==> src/rtl/decode_cycle_pkg.sv <==
// Shared decode definitions for the RV32I decode stage: opcodes, ALU and
// immediate-source encodings, and the decoded control bundle.
package decode_cycle_pkg;

    localparam int unsigned XLEN   = 32;
    localparam int unsigned NREG   = 32;
    localparam int unsigned REG_AW = 5;

    typedef enum logic [6:0] {
        OP_LOAD   = 7'b0000011,
        OP_STORE  = 7'b0100011,
        OP_RTYPE  = 7'b0110011,
        OP_IALU   = 7'b0010011,
        OP_BRANCH = 7'b1100011
    } opcode_e;

    typedef enum logic [2:0] {
        ALU_ADD = 3'b000,
        ALU_SUB = 3'b001,
        ALU_AND = 3'b010,
        ALU_OR  = 3'b011,
        ALU_SLT = 3'b101
    } alu_ctrl_e;

    // IMM_NONE selects a zero immediate for R-type and unknown opcodes.
    typedef enum logic [1:0] {
        IMM_I    = 2'b00,
        IMM_S    = 2'b01,
        IMM_B    = 2'b10,
        IMM_NONE = 2'b11
    } imm_src_e;

    typedef struct packed {
        logic      reg_write;
        logic      mem_write;
        logic      result_src;
        logic      branch;
        logic      alu_src;
        alu_ctrl_e alu_ctrl;
        imm_src_e  imm_src;
    } ctrl_t;

endpackage

==> src/rtl/decode_cycle_register_file.sv <==
// 32x32 register file: x0 hardwired to zero, two combinational reads, one
// synchronous write. Optional write-through selected by REGFILE_BYPASS_EN.
module register_file #(
    parameter int unsigned XLEN = 32,
    parameter int unsigned NREG = 32,
    parameter int unsigned AW   = $clog2(NREG)
) (
    input  logic            clk,
    input  logic            rst,
    input  logic            we_i,
    input  logic [AW-1:0]   waddr_i,
    input  logic [XLEN-1:0] wdata_i,
    input  logic [AW-1:0]   raddr1_i,
    input  logic [AW-1:0]   raddr2_i,
    output logic [XLEN-1:0] rdata1_o,
    output logic [XLEN-1:0] rdata2_o
);

    logic [XLEN-1:0] regs_q [NREG];
    logic            hit1;
    logic            hit2;

    always_ff @(posedge clk) begin
        if (rst) begin
            for (int unsigned i = 0; i < NREG; i++) begin
                regs_q[i] <= '0;
            end
        end else if (we_i && (waddr_i != '0)) begin
            regs_q[waddr_i] <= wdata_i;
        end
    end

`ifdef REGFILE_BYPASS_EN
    assign hit1 = we_i && (waddr_i != '0) && (waddr_i == raddr1_i);
    assign hit2 = we_i && (waddr_i != '0) && (waddr_i == raddr2_i);
`else
    assign hit1 = 1'b0;
    assign hit2 = 1'b0;
`endif

    always_comb begin
        rdata1_o = '0;
        rdata2_o = '0;
        if (hit1) begin
            rdata1_o = wdata_i;
        end else if (raddr1_i != '0) begin
            rdata1_o = regs_q[raddr1_i];
        end
        if (hit2) begin
            rdata2_o = wdata_i;
        end else if (raddr2_i != '0) begin
            rdata2_o = regs_q[raddr2_i];
        end
    end

endmodule

==> src/rtl/decode_cycle.sv <==
// RV32I decode stage: control decode, immediate extension, register file and
// ID/EX pipeline register. Define REGFILE_BYPASS_EN for register write-through.
module decode_cycle #(
    parameter int unsigned XLEN = 32,
    parameter int unsigned NREG = 32
) (
    input  logic            clk,
    input  logic            rst,
    input  logic [31:0]     InstrD,
    input  logic [XLEN-1:0] PCD,
    input  logic [XLEN-1:0] PCPlus4D,
    input  logic            RegWriteW,
    input  logic [4:0]      RDW,
    input  logic [XLEN-1:0] ResultW,
    input  logic            FlushE,
    output logic            RegWriteE,
    output logic            MemWriteE,
    output logic            ResultSrcE,
    output logic            BranchE,
    output logic            ALUSrcE,
    output logic [2:0]      ALUControlE,
    output logic [XLEN-1:0] RD1_E,
    output logic [XLEN-1:0] RD2_E,
    output logic [XLEN-1:0] Imm_Ext_E,
    output logic [4:0]      RD_E,
    output logic [4:0]      RS1_E,
    output logic [4:0]      RS2_E,
    output logic [XLEN-1:0] PCE,
    output logic [XLEN-1:0] PCPlus4E
);
    import decode_cycle_pkg::*;

    typedef struct packed {
        logic            reg_write;
        logic            mem_write;
        logic            result_src;
        logic            branch;
        logic            alu_src;
        logic [2:0]      alu_ctrl;
        logic [XLEN-1:0] rd1;
        logic [XLEN-1:0] rd2;
        logic [XLEN-1:0] imm;
        logic [4:0]      rd;
        logic [4:0]      rs1;
        logic [4:0]      rs2;
        logic [XLEN-1:0] pc;
        logic [XLEN-1:0] pc_plus4;
    } idex_t;

    logic [6:0]      opcode;
    logic [2:0]      funct3;
    logic [4:0]      rd;
    logic [4:0]      rs1;
    logic [4:0]      rs2;
    logic            f7b5;
    alu_ctrl_e       alu_arith;
    ctrl_t           ctrl;
    logic [XLEN-1:0] imm_ext;
    logic [XLEN-1:0] rd1;
    logic [XLEN-1:0] rd2;
    idex_t           idex_d;
    idex_t           idex_q;

    assign opcode = InstrD[6:0];
    assign rd     = InstrD[11:7];
    assign funct3 = InstrD[14:12];
    assign rs1    = InstrD[19:15];
    assign rs2    = InstrD[24:20];
    assign f7b5   = InstrD[30];

    register_file #(
        .XLEN (XLEN),
        .NREG (NREG),
        .AW   (5)
    ) u_register_file (
        .clk      (clk),
        .rst      (rst),
        .we_i     (RegWriteW),
        .waddr_i  (RDW),
        .wdata_i  (ResultW),
        .raddr1_i (rs1),
        .raddr2_i (rs2),
        .rdata1_o (rd1),
        .rdata2_o (rd2)
    );

    // f7b5 selects subtract only for R-type; I-ALU addi must never become sub.
    always_comb begin
        alu_arith = ALU_ADD;
        case (funct3)
            3'b000:  alu_arith = ((opcode == OP_RTYPE) && f7b5) ? ALU_SUB : ALU_ADD;
            3'b010:  alu_arith = ALU_SLT;
            3'b110:  alu_arith = ALU_OR;
            3'b111:  alu_arith = ALU_AND;
            default: alu_arith = ALU_ADD;
        endcase
    end

    always_comb begin
        ctrl          = '0;
        ctrl.alu_ctrl = ALU_ADD;
        ctrl.imm_src  = IMM_NONE;
        case (opcode)
            OP_LOAD: begin
                ctrl.reg_write  = 1'b1;
                ctrl.alu_src    = 1'b1;
                ctrl.result_src = 1'b1;
                ctrl.imm_src    = IMM_I;
            end
            OP_STORE: begin
                ctrl.mem_write = 1'b1;
                ctrl.alu_src   = 1'b1;
                ctrl.imm_src   = IMM_S;
            end
            OP_RTYPE: begin
                ctrl.reg_write = 1'b1;
                ctrl.alu_ctrl  = alu_arith;
            end
            OP_IALU: begin
                ctrl.reg_write = 1'b1;
                ctrl.alu_src   = 1'b1;
                ctrl.alu_ctrl  = alu_arith;
                ctrl.imm_src   = IMM_I;
            end
            OP_BRANCH: begin
                ctrl.branch   = 1'b1;
                ctrl.alu_ctrl = ALU_SUB;
                ctrl.imm_src  = IMM_B;
            end
            default: ;
        endcase
    end

    always_comb begin
        imm_ext = '0;
        case (ctrl.imm_src)
            IMM_I:   imm_ext = {{(XLEN-12){InstrD[31]}}, InstrD[31:20]};
            IMM_S:   imm_ext = {{(XLEN-12){InstrD[31]}}, InstrD[31:25], InstrD[11:7]};
            IMM_B:   imm_ext = {{(XLEN-13){InstrD[31]}}, InstrD[31], InstrD[7],
                                InstrD[30:25], InstrD[11:8], 1'b0};
            default: imm_ext = '0;
        endcase
    end

    always_comb begin
        idex_d            = '0;
        idex_d.reg_write  = ctrl.reg_write;
        idex_d.mem_write  = ctrl.mem_write;
        idex_d.result_src = ctrl.result_src;
        idex_d.branch     = ctrl.branch;
        idex_d.alu_src    = ctrl.alu_src;
        idex_d.alu_ctrl   = ctrl.alu_ctrl;
        idex_d.rd1        = rd1;
        idex_d.rd2        = rd2;
        idex_d.imm        = imm_ext;
        idex_d.rd         = rd;
        idex_d.rs1        = rs1;
        idex_d.rs2        = rs2;
        idex_d.pc         = PCD;
        idex_d.pc_plus4   = PCPlus4D;
    end

    always_ff @(posedge clk) begin
        if (rst) begin
            idex_q <= '0;
        end else if (FlushE) begin
            idex_q <= '0;
        end else begin
            idex_q <= idex_d;
        end
    end

    assign RegWriteE   = idex_q.reg_write;
    assign MemWriteE   = idex_q.mem_write;
    assign ResultSrcE  = idex_q.result_src;
    assign BranchE     = idex_q.branch;
    assign ALUSrcE     = idex_q.alu_src;
    assign ALUControlE = idex_q.alu_ctrl;
    assign RD1_E       = idex_q.rd1;
    assign RD2_E       = idex_q.rd2;
    assign Imm_Ext_E   = idex_q.imm;
    assign RD_E        = idex_q.rd;
    assign RS1_E       = idex_q.rs1;
    assign RS2_E       = idex_q.rs2;
    assign PCE         = idex_q.pc;
    assign PCPlus4E    = idex_q.pc_plus4;

endmodule

==> config.mk <==
export PLATFORM = sky130hd
export DESIGN_NAME = decode_cycle
export DESIGN_NICKNAME = d
export VERILOG_FILES = /design/src/rtl/decode_cycle_pkg.sv /design/src/rtl/decode_cycle_register_file.sv /design/src/rtl/decode_cycle.sv
export SDC_FILE = /design/constraint.sdc
export NUM_CORES = 2
export LEC_CHECK = 0
export CORE_ASPECT_RATIO = 1.25
export CORE_MARGIN = 10
export CORE_UTILIZATION = 55
export CTS_CLUSTER_DIAMETER = 60
export CTS_CLUSTER_SIZE = 28
export DETAILED_ROUTE_END_ITERATION = 7
export HOLD_SLACK_MARGIN = 0.05
export PLACE_DENSITY = 0.75
export SLEW_MARGIN = 20
export SYNTH_ARGS = -nofsm -noshare
export SYNTH_HDL_FRONTEND = slang
export SYNTH_HIERARCHICAL = 1
export SYNTH_SLANG_ARGS = --single-unit
==> constraint.sdc <==
create_clock -name clk -period 4.7 [get_ports clk]
set_clock_uncertainty 0.2 [all_clocks]
set_input_delay 0.94 -clock clk [delete_from_list [all_inputs] [get_ports clk]]
set_output_delay 0.94 -clock clk [all_outputs]
set_load 0.05 [all_outputs]
Word level (Yosys, flattened, before mapping)
Memories as Yosys holds them, arrays and structs flattened. A register that Yosys moved wholly into a read port is not among the register bits.
Index checks and enable logic that the tools add are counted.
- equal/unequal tests: 10
- muxes and demuxes: 18
- bitwise gates (word level): 2
- reduce and logical (&&, ||, !) cells: 15
- operators with widths (cell ; number):
    32-bit one-hot mux with 3 select lines ; 1
    32-bit 2-to-1 mux ; 1
    32-bit OR reduction ; 1
    5-bit nonzero test ; 3
    7-bit by 6-bit equality test with 1-bit output (second input constant) ; 2
    1-bit 2-to-1 mux ; 12
    3-bit one-hot mux with 4 select lines ; 1
    3-bit OR reduction ; 4
    7-bit by 2-bit equality test with 1-bit output (second input constant) ; 1
    7-bit by 5-bit equality test with 1-bit output (second input constant) ; 1
    7-bit equality test (second input constant) ; 1
    3-bit equality test (second input constant) ; 2
    2-bit one-hot mux with 3 select lines ; 1
    3-bit one-hot mux with 2 select lines ; 1
    2-bit OR reduction ; 3
    5-bit 2-to-1 mux ; 1
    3-bit by 2-bit equality test with 1-bit output (second input constant) ; 1
    3-bit zero test ; 1
    2-bit by 1-bit equality test with 1-bit output (second input constant) ; 1
    2-bit equality test (second input constant) ; 1
    1-bit logical AND ; 2
    2-bit zero test ; 1
    1-bit inverter ; 2
- flip-flop bits (word level): 119
- RAM bits: 1024
- input bits: 137
- output and inout bits: 183
- word-level logic and storage cells: 58
- memories: 1
- memories (name ; depth ; width ; read ports ; clocked after Yosys merged registers in ; wr ports ; RTL line ; RTL):
    u_register_file.regs_q ; 32 ; 32 ; 2 ; 2 ; 32 ; decode_cycle_register_file.sv:19 ; logic [XLEN-1:0] regs_q [NREG];

Logic depth before layout (Yosys ltp)
- word-level depth: 7
- gate-level depth with buffers: 10
- depth with buffers taken out: 5

Cells and area by module
Netlist, hierarchy kept.
- by module, submodules not included (module ; instances ; cells each ; area each (um^2) ; sequential area each (um^2)):
    register_file ; 1 ; 3502 ; 54232.0 ; 30749.5
    decode_cycle ; 1 ; 390 ; 4807.1 ; 3283.1

Worst setup path after synthesis
OpenSTA, ideal clock, no wires.
- path kind: input to register
- from: input port RDW[1]
- to: memory u_register_file.regs_q[12][0] (enable)
- library setup time: 0.375 ns
- data arrival time: 2.486 ns
- data required time: 4.125 ns
- slack: 1.639 ns
- stages: 4
- buffers on the path: 1
- path through: or4b_2 clkbuf_1 nor2_1 or2_2
- RTL lines (item ; RTL line ; RTL):
    start, declared ; decode_cycle.sv:13 ; input logic [4:0] RDW,
    end, declared ; decode_cycle_register_file.sv:19 ;

Worst setup path in the final report
- from: input port InstrD[15]
- to: register, netlist name RD1_E[31]
- word-level cells in the longest chain between the ends: 3
- ends and longest elaborated chain (item ; RTL line ; RTL):
    start, declared ; decode_cycle.sv:9 ; input logic [31:0] InstrD,
    5-bit nonzero test ; decode_cycle_register_file.sv:46 ; end else if (raddr1_i != '0) begin
    1-bit inverter (no source line) ; -- ;
    3-bit OR reduction (no source line) ; -- ;
Parallel ways exist; a longest one is shown, timed or not.
A chain may end at the register's enable or synchronous reset.

==> results.cfg <==
[power_and_ir_drop]
switching_share = 0.272
clockPowerShare = 0.336
internal-power_mw = 16.9
leakagePower_nw = 23.2
pwr-share-comb = 0.134
p_seq_frac = 0.530
irDropWorstVdd_mv = 0.279
netSwitchingPower_mw = 6.31
pwr_density_cell_mw_per_mm2 = 348

[setup_path]
r2r_setup_slack_ps = 1710
startpoint_type = input pin
cp.required_ps = 5120
end_kind = flip-flop
cp_max_fo = 35
crit_end = RD1_E[31]
arrival_ps = 4070
rr_startpoint = u_register_file/regs_q[10][31]
startpoint = InstrD[15]
critPathKind = in2reg
r2r_end = RD1_E[31]
ff2ff_path_depth = 6

[clocking]
clock-sinks = 1188
clock_path_buffers = 3
cts-resized-gates = 0
postCtsHoldBufs = 0
clockRootBuffer = clkbuf_16
clk_pin_slew_ps = 100
clock_latency_ps = 710
cts_setup_buffers = 0
cts_buffers = 77
cts_tree = yes
htreeDepth = 3

[floorplanning]
die-area_mm2 = 0.121
die_x_um = 313
die_h_um = 386
num_rows = 134
initial_utilization = 0.554
ios = 320
core-area_mm2 = 0.107

[global_routing]
groute.usage.overall = 0.318
grt_pass1_wl_mm = 276
grt_pass1_vias = 38400
antenna_found_initial = 13
grt_max_degree = 75
grt_overflow = 0

[placed_design]
place_hpwl_mm = 123
place.gp.congestion = 0.893
io_buffer_count = 319
dpl-instance-area_mm2 = 0.0641

[detailed_routing]
avgViaCountPerCell = 6.79
route.detailed.drc = 0
dr.pass1.iters = 6
wl_per_cell_um = 34.8
via_count = 37900
ant_nets = 0
dr.first_iter.drc_count = 5332
wirelength_mm = 195

[sta]
slew_headroom = 0.156
drv_slew = 0
rsz0062_at_grt = false
holdWs_ps = 485
timing.setup.tns_ps = 0
hold_violations = 0
period_needed_ps = 3650
fmax_ghz = 0.274
worst_slew_pin_slew_ps = 1260
setup_viol = 0
period_share = 0.776

[layout]
fin_nets = 4226
finalInstanceArea_mm2 = 0.0669
area_growth_pct = 13.2
drive_above_1_share = 0.227
multi_input_area_mm2 = 0.0231
regArea_mm2 = 0.0340
n_fill_cell = 7740

[min_path]
hold-path-cell-count = 2
hold_class = in2reg

[yosys]
async_reset_ff_frac = 0
synth_edf_count = 1024
ys_seq_elements = 1188
syn_area_mm2 = 0.0590
yosys_warnings = 6
yosysSeqAreaShare = 0.576
synth_cell_types = 52
syn_inst = 3892
avgSynthCellArea_um2 = 15.2
synth_flop_cell = edfxtp_1

[outcome]
status = finished clean

[run]
cap_violations = 0
## final cells by class
class                   count  area share
flip-flops and latches   1188       0.509
multi-input cells        2307       0.346
repair buffers            513      0.0757
clock buffers              84      0.0301
well taps                1428      0.0267
clock inverters            59      0.0121
diodes                      6    0.000225
inverters                   2    0.000112
## worst min-delay path by stage
stage	startpoint	to	slack, ps
final	InstrD[21]	RS2_E[1]	490
after global routing	InstrD[18]	RS1_E[3]	490
after CTS	InstrD[21]	RS2_E[1]	470
after detailed placement	u_register_file/regs_q[22][19]	RD1_E[19]	670
after global placement	u_register_file/regs_q[18][7]	RD1_E[7]	660
after floorplan	u_register_file/regs_q[22][29]	RD1_E[29]	590
## cell usage in the layout, fill, tap and decap left out, types with 32 or more instances in the layout
cell / n
a2111oi_1: 42
a22o_1: 51
and2_1: 1145
buf_12: 39
buf_4: 157
clkbuf_16: 79
clkdlybuf4s50_1: 294
conb_1: 32
dfxtp_1: 164
edfxtp_1: 1024
mux2i_1: 151
mux4_2: 472
nor3_1: 54
o22ai_1: 103
or2_2: 33
## sequential cells by signal, summed over array words and instances, names as in the netlist, 3 cells and up
register / cells
RD1_E: 32
PCE: 32
RD2_E: 32
RS2_E: 5
RD_E: 5
ALUControlE: 3
u_register_file/regs_q: 1024
RS1_E: 5
Imm_Ext_E: 13
PCPlus4E: 32
## through the flow
step           total power, mW  worst slack [ps]  utilization  cells
2_1_floorplan             14.3              1640            -   3923
3_3_place_gp              15.5               447        0.601   5438
3_5_place_dp              15.6               380        0.601   5438
4_1_cts                   23.2              1080        0.627   5581
5_1_grt                   23.8              1020        0.627   5582
6_report                  23.2              1050        0.627   5587
## cell families after synthesis
family          synth area share
buf+inv                   0.0357
flops                      0.576
other cells            0.0000635
compound gates            0.0346
mux                        0.211
simple gates               0.142
## critical path, stage by stage
cell       delay [ps]
buf_8             400
buf_4             330
mux4_2            520
a22o_1            330
a2111oi_0        1030
buf_4             240
nor3_1             50
and2_1            150
## cell usage after synthesis, types with 3 or more instances
master	n	share of area
nand3_1	8	0.00068
mux4_2	472	0.18
dfxtp_1	164	0.056
nor4_1	7	0.00074
and2_1	1146	0.12
clkbuf_1	272	0.017
or3b_2	4	0.00059
nor2b_1	16	0.0017
nor3_2	4	0.00068
a2111oi_1	41	0.0070
nand2b_1	6	0.00064
nor3_1	54	0.0046
a211oi_1	8	0.0010
nor2_1	44	0.0028
a22oi_1	20	0.0025
or2_2	33	0.0035
clkbuf_2	7	0.00059
a22o_1	51	0.0076
a32o_1	4	0.00068
buf_2	45	0.0038
o22ai_1	103	0.011
a21oi_1	13	0.0011
o21ai_0	4	0.00034
nand3b_1	5	0.00064
edfxtp_1	1024	0.52
a221oi_1	5	0.00074
nand4bb_1	3	0.00057
and3_1	3	0.00032
a2111oi_0	14	0.0021
mux2i_1	151	0.026
buf_4	52	0.0066
mux2_2	30	0.0057
buf_1	18	0.0011
nand2_1	8	0.00051
buf_6	32	0.0061
## routing by layer
layer	vias to the layer above	part of all wire	track usage
met4	8	0.086	0.241
met3	630	0.12	0.0721
met1	19100	0.34	0.386
met2	3079	0.46	0.497
li1	15100	-	-
met5	-	0.00026	0.00120
## power groups by stage
| stage | clock network, mW | logic [mW] | registers, mW |
|---|---|---|---|
| 4_1_cts | 7.87 | 3.07 | 12.3 |
| 3_5_place_dp | 0 | 3.05 | 12.5 |
| 5_1_grt | 8.26 | 3.18 | 12.4 |
| 2_1_floorplan | 0 | 1.67 | 12.6 |
| 3_3_place_gp | 0 | 3.02 | 12.5 |
| 6_report | 7.81 | 3.10 | 12.3 |
No activity file was read; power rests on OpenSTA's default activity.
